[config.mk]
export PLATFORM = sky130hd
export DESIGN_NAME = mem_arbiter
export DESIGN_NICKNAME = d
export VERILOG_FILES = /design/src/rtl/mem_arbiter.sv
export SDC_FILE = /design/constraint.sdc
export NUM_CORES = 1
export LEC_CHECK = 0
export CAP_MARGIN = 20
export CORE_MARGIN = 10
export CORE_UTILIZATION = 37
export DETAILED_ROUTE_END_ITERATION = 10
export GPL_ROUTABILITY_DRIVEN = 0
export GPL_TIMING_DRIVEN = 0
export PLACE_DENSITY_LB_ADDON = 0.25
export SLEW_MARGIN = 40
export SYNTH_ARGS = -nofsm -noshare
export SYNTH_HDL_FRONTEND = slang
export SYNTH_SLANG_ARGS = --single-unit
export TNS_END_PERCENT = 100
[constraint.sdc]
create_clock -name clock -period 2.2 [get_ports clock]
set_input_delay 0.33 -clock clock [delete_from_list [all_inputs] [get_ports clock]]
set_output_delay 0.33 -clock clock [all_outputs]
set_load 0.02 [all_outputs]
[src/rtl/mem_arbiter.sv]
// mem_arbiter: two-port (fetch / data) single-outstanding memory arbiter.
//
// Purpose
//   Arbitrates a fetch port (i_*) and a data port (d_*) onto one memory port
//   (mem_*) with a fixed-latency read return. One transaction is in flight at
//   a time and moves through IDLE -> ISSUE -> WAIT -> DONE.
//   Grants are combinational and are only given in IDLE. The data port wins
//   over the fetch port.
//
// Ports
//   clock, reset           - rising-edge clock, async active-low reset
//   i_req/i_addr           - fetch request (held until i_gnt)
//   i_gnt/i_rvalid/i_rdata - fetch grant, completion pulse, read data
//   d_req/d_addr/d_wdata/d_rw/d_size - data request (held until d_gnt)
//   d_gnt/d_rvalid/d_rdata - data grant, completion pulse, load data
//   mem_en/mem_addr/mem_wdata/mem_rw/mem_size/mem_rdata - memory port
//   busy                   - FSM not in IDLE
//
// Configuration
//   ARB_FAIRNESS_EN - when defined, after STARVE_MAX consecutive data grants
//                     made while i_req is pending, the next arbitration goes
//                     to the fetch port.
module mem_arbiter #(
  parameter int unsigned DATAW      = 32,
  parameter int unsigned MEM_LAT    = 2,
  parameter int unsigned STARVE_MAX = 4
) (
  input  logic             clock,
  input  logic             reset,
  input  logic             i_req,
  input  logic [DATAW-1:0] i_addr,
  output logic             i_gnt,
  output logic             i_rvalid,
  output logic [DATAW-1:0] i_rdata,
  input  logic             d_req,
  input  logic [DATAW-1:0] d_addr,
  input  logic [DATAW-1:0] d_wdata,
  input  logic             d_rw,
  input  logic [1:0]       d_size,
  output logic             d_gnt,
  output logic             d_rvalid,
  output logic [DATAW-1:0] d_rdata,
  output logic             mem_en,
  output logic [DATAW-1:0] mem_addr,
  output logic [DATAW-1:0] mem_wdata,
  output logic             mem_rw,
  output logic [1:0]       mem_size,
  input  logic [DATAW-1:0] mem_rdata,
  output logic             busy
);

  typedef enum logic [1:0] {StIdle, StIssue, StWait, StDone} state_e;

  // WAIT lasts MEM_LAT cycles; the counter runs 0..MEM_LAT-1 and the data is
  // captured on its terminal value (MEM_LAT cycles after the mem_en cycle).
  localparam logic [3:0] CntLast = 4'(MEM_LAT - 1);

  state_e           r_state;
  logic [3:0]       r_cnt;
  logic             r_is_data;
  logic [DATAW-1:0] r_addr;
  logic [DATAW-1:0] r_wdata;
  logic             r_rw;
  logic [1:0]       r_size;
  logic             r_mem_en;
  logic             r_i_rvalid;
  logic             r_d_rvalid;
  logic [DATAW-1:0] r_i_rdata;
  logic [DATAW-1:0] r_d_rdata;
  logic             r_busy;

  logic             w_pick_d;
  logic             w_pick_i;
  logic             w_force_i;

`ifdef ARB_FAIRNESS_EN
  localparam int unsigned StarveW = (STARVE_MAX < 1) ? 1 : $clog2(STARVE_MAX + 1);

  logic [StarveW-1:0] r_starve;

  assign w_force_i = i_req && (r_starve == StarveW'(STARVE_MAX));

  // Counts data grants that bypassed a waiting fetch; any fetch grant or an
  // idle cycle without a fetch request restarts the count.
  always_ff @(posedge clock or negedge reset) begin
    if (!reset) begin
      r_starve <= '0;
    end else if (r_state == StIdle) begin
      if (w_pick_i || !i_req) begin
        r_starve <= '0;
      end else if (w_pick_d) begin
        r_starve <= r_starve + 1'b1;
      end
    end
  end
`else
  assign w_force_i = 1'b0;
`endif

  // Reset gating keeps grants low while reset holds the FSM in IDLE.
  always_comb begin
    w_pick_d = 1'b0;
    w_pick_i = 1'b0;
    if (reset && (r_state == StIdle)) begin
      if (d_req && !w_force_i) begin
        w_pick_d = 1'b1;
      end else if (i_req) begin
        w_pick_i = 1'b1;
      end
    end
  end

  assign i_gnt = w_pick_i;
  assign d_gnt = w_pick_d;

  always_ff @(posedge clock or negedge reset) begin
    if (!reset) begin
      r_state    <= StIdle;
      r_cnt      <= '0;
      r_is_data  <= 1'b0;
      r_addr     <= '0;
      r_wdata    <= '0;
      r_rw       <= 1'b0;
      r_size     <= '0;
      r_mem_en   <= 1'b0;
      r_i_rvalid <= 1'b0;
      r_d_rvalid <= 1'b0;
      r_i_rdata  <= '0;
      r_d_rdata  <= '0;
      r_busy     <= 1'b0;
    end else begin
      r_mem_en   <= 1'b0;
      r_i_rvalid <= 1'b0;
      r_d_rvalid <= 1'b0;
      unique case (r_state)
        StIdle: begin
          if (w_pick_d) begin
            r_addr    <= d_addr;
            r_wdata   <= d_wdata;
            r_rw      <= d_rw;
            r_size    <= d_size;
            r_is_data <= 1'b1;
            r_mem_en  <= 1'b1;
            r_busy    <= 1'b1;
            r_state   <= StIssue;
          end else if (w_pick_i) begin
            r_addr    <= i_addr;
            r_wdata   <= '0;
            r_rw      <= 1'b0;
            r_size    <= 2'b10;
            r_is_data <= 1'b0;
            r_mem_en  <= 1'b1;
            r_busy    <= 1'b1;
            r_state   <= StIssue;
          end
        end
        StIssue: begin
          r_cnt   <= '0;
          r_state <= StWait;
        end
        StWait: begin
          if (r_cnt == CntLast) begin
            r_state <= StDone;
            if (r_is_data) begin
              r_d_rvalid <= 1'b1;
              // Writes complete without disturbing the last load data.
              if (!r_rw) begin
                r_d_rdata <= mem_rdata;
              end
            end else begin
              r_i_rvalid <= 1'b1;
              r_i_rdata  <= mem_rdata;
            end
          end else begin
            r_cnt <= r_cnt + 4'd1;
          end
        end
        StDone: begin
          r_busy  <= 1'b0;
          r_state <= StIdle;
        end
      endcase
    end
  end

  assign mem_en    = r_mem_en;
  assign mem_addr  = r_addr;
  assign mem_wdata = r_wdata;
  assign mem_rw    = r_rw;
  assign mem_size  = r_size;
  assign i_rvalid  = r_i_rvalid;
  assign i_rdata   = r_i_rdata;
  assign d_rvalid  = r_d_rvalid;
  assign d_rdata   = r_d_rdata;
  assign busy      = r_busy;

endmodule

==> results.md <==
* Commonest cells after routing, fill and taps aside: clkdlybuf4s50_1, dfrtp_1, nand2_1, mux2_2, a22o_1
* Vias in the first global route at 5,029
* Slew Viols, Final at 0
* Drt first pass iters at 4
* Share of Yosys cell area claimed by the top area cell type at 61.61%
* Final setup violation count at 0
* H-tree depth at 4
* Die extent in x at 144.9 um
* Setup crit start kind: flip-flop
* Critical Path AT at 2.42 ns
* Routed vias/inst at 4.981
* Worst-path cell chain: inv_2 > ha_1 > or3b_4 > or3b_4 > buf_12 > buf_12 > mux2_4
* Initial Util at 37.80%
* Post-Syn Area at 0.005768 sq mm
* Met2 usage at 28.02%
* First-pass GRT wire length at 29,330 um
* # IOs at 272
* GR Util met3 at 11.05%
* Yosys reg bits at 142
* Mean area per synthesized cell at 13.93 sq um
* CORE AREA at 0.01526 sq mm
* DR vias at 4,712
* Clock transition at path regs at 0.06 ns
* Top Family by Delay on Critical Path: simple AND/OR/NAND/NOR gates
* Unique cell type count in the Yosys netlist at 35
* Root Buffer: clkbuf_16
* Port Buffer Count at 271
* Critical path class: flip-flop to flip-flop
* Cell Pwr Density at 1486 mW/mm^2
* Least-Margin Pin Slew at 0.5184 ns
* DIE AREA at 0.02098 sq mm
* Layout Area Growth over Synthesis at 67.25%
* Crit path buf inv count at 3
* Wire length per cell at 20.92 um
* Synth area leader: dfrtp_1
* FP Rows at 45
* Slew headroom at 65.44%
* Syn_nets at 556
* Final nets at 864
* Seq/Total Area, Yosys at 61.61%
* Min Clock Period, post-route at 2.126 ns
* CTS Buffer Depth at 2
* Global route hottest layer: met2
* Final Worst Setup Slack at 0.07406 ns
* Die H at 144.9 um
* Routing usage on met1 at 20.95%
* Antenna Cells at 0
* Max Cap Viol at 0
* DRT iter0 DRCs at 227
* CTS buffer count at 17
* HPWL Detailed at 14,850 um
* EDFF count, synth at 0
* Cells after DPL at 898
* Final Non-Filler Cells at 946
* Worst Path Max Fanout at 10
* Grt total ovfl at 0
* Run status: complete, no violations
* Post-synth ARST share at 100.0%
* Yosys warns at 0
* Hold crit path type: primary input to async pin
* Leak pwr at 4.369 nW
* Clk_lat worst skew at 0.41 ns
* DRT Wirelength at 19,800 um
* Mapped Cells at 414
* Slowest cell on crit path: or3b_4
* # DRC at 0
* Pre-CTS WS at -1.074 ns
* CTS tree: built
* Initial antenna violation count at 0
* Share of cells above drive strength 1 at 18.50%
* Fin crit share at 96.63%
* Final ANT Viol Nets at 0
* Synth top area cells: dfrtp_1, mux2_4, mux2_2
* Most common cell after layout, fill and taps aside: clkdlybuf4s50_1
* Primary FF master, synth: dfrtp_1
* Required time worst endpoint at 2.49 ns
* Largest net degree at the start of global routing at 64
* F_max at 0.4704 GHz
* RSZ-0062 raised after global routing: no
* CP endpoint kind: flip-flop
* Clk sink count at 142
* Final Hold Viols at 0
* All-Layer GR Usage at 18.28%
* Post-Route Skew at 0.007637 ns
* CP max stage delay at 0.41 ns
* Worst VDD drop at 720.2 uV
[cell usage after synthesis, types with 3 or more instances]
cell / instances
mux2_4: 29
ha_1: 7
clkbuf_1: 16
a2bb2oi_1: 33
a22o_1: 34
a21oi_1: 33
mux2_2: 36
dfrtp_1: 142
inv_1: 8
buf_1: 5
buf_2: 3
nand2_1: 36
[final timing paths]
check / cells past startpoint / to / slack (ns) / from
max: 7 / i_rdata[4] / 0.07 / r_cnt[1]
min: 3 / i_rdata[7] / 0.02 / reset
max reg2reg: 7 / i_rdata[4] / 0.07 / r_cnt[1]
min reg2reg: 1 / d_rdata[5] / 0.49 / d_rdata[5]
max in group asynchronous: 3 / d_rdata[28] / 1.33 / reset
min in group clock: 5 / r_is_data / 0.45 / reset
[registers in the layout (all words and copies together), names as in the netlist]
| name | count |
|---|---|
| busy | 1 |
| d_rdata | 32 |
| d_rvalid | 1 |
| i_rdata | 32 |
| i_rvalid | 1 |
| mem_addr | 32 |
| mem_en | 1 |
| mem_rw | 1 |
| mem_size | 2 |
| mem_wdata | 32 |
| r_cnt | 4 |
| r_is_data | 1 |
| r_state | 2 |
[per-stage QoR]
stage	area (sq um)	util (%)	power (mW)	hold slack [ns]	TNS, ns
finish	9647	63.22	14.34	0.02242	0
global placement	8745	57.31	11.21	0.4703	-1149.51
CTS	9479	62.12	14.38	-0.2534	-0.008540
floorplan	5768	-	7.933	0.03441	0
global route	9647	63.22	15.06	0.02963	0
detailed placement	8805	57.70	11.36	0.1961	-21.97
[where the power goes]
part	switching, mW	internal (mW)	total (mW)
Clock	1.14	1.70	2.85
Sequential	0.755	3.85	4.61
Combinational	3.20	3.68	6.89
[area by class of cell]
type / instances / area (sq um)
plain buffers: 27 / 191.4
clock inverters: 13 / 141.4
flip-flops and latches: 142 / 3553
fillers: 1137 / 5612
inverters: 9 / 36.28
clock buffers: 19 / 442.9
repair buffers: 291 / 2972
well taps: 211 / 264.0
multi-input cells: 234 / 2046
[kinds of logic (layout without fill, tap and decap cells)]
kind of cell               count (synthesis)  after routing  share of synthesized area [%]
muxes                                     67             67                          14.95
DFF                                      142            142                          61.61
and+or+nand+nor                           49             49                          3.926
adders and majority gates                  7              7                          1.518
buffers and inverters                     38            359                          3.557
AOI/OAI and AO/OA                        109            109                          14.14
xor gates and xnor gates                   2              2                         0.3037
[layer usage]
metal	share of wire, %	wire [um]	up-vias
met1	39	7736	2328
met4	1.2	244	0
met2	45	8906	253
met3	15	2907	17
li1	-	-	2114
met5	0	0	-
[worst reg2reg max path, stage by stage, from the launching register on]
cell and delay [ns]:
dfrtp_1 0.39, inv_2 0.06, ha_1 0.13, or3b_4 0.41
or3b_4 0.40, buf_12 0.16, buf_12 0.15, mux2_4 0.31
[what timing repair did]
action	4_1_cts	5_1_grt
endpoints found under the setup margin	101	42
hold endpoints to repair	25	25
cloned	0	1
pin swaps	0	1
setup buffers	4	8
gates resized for setup	26	7
Power figures use the tool's default switching activity.
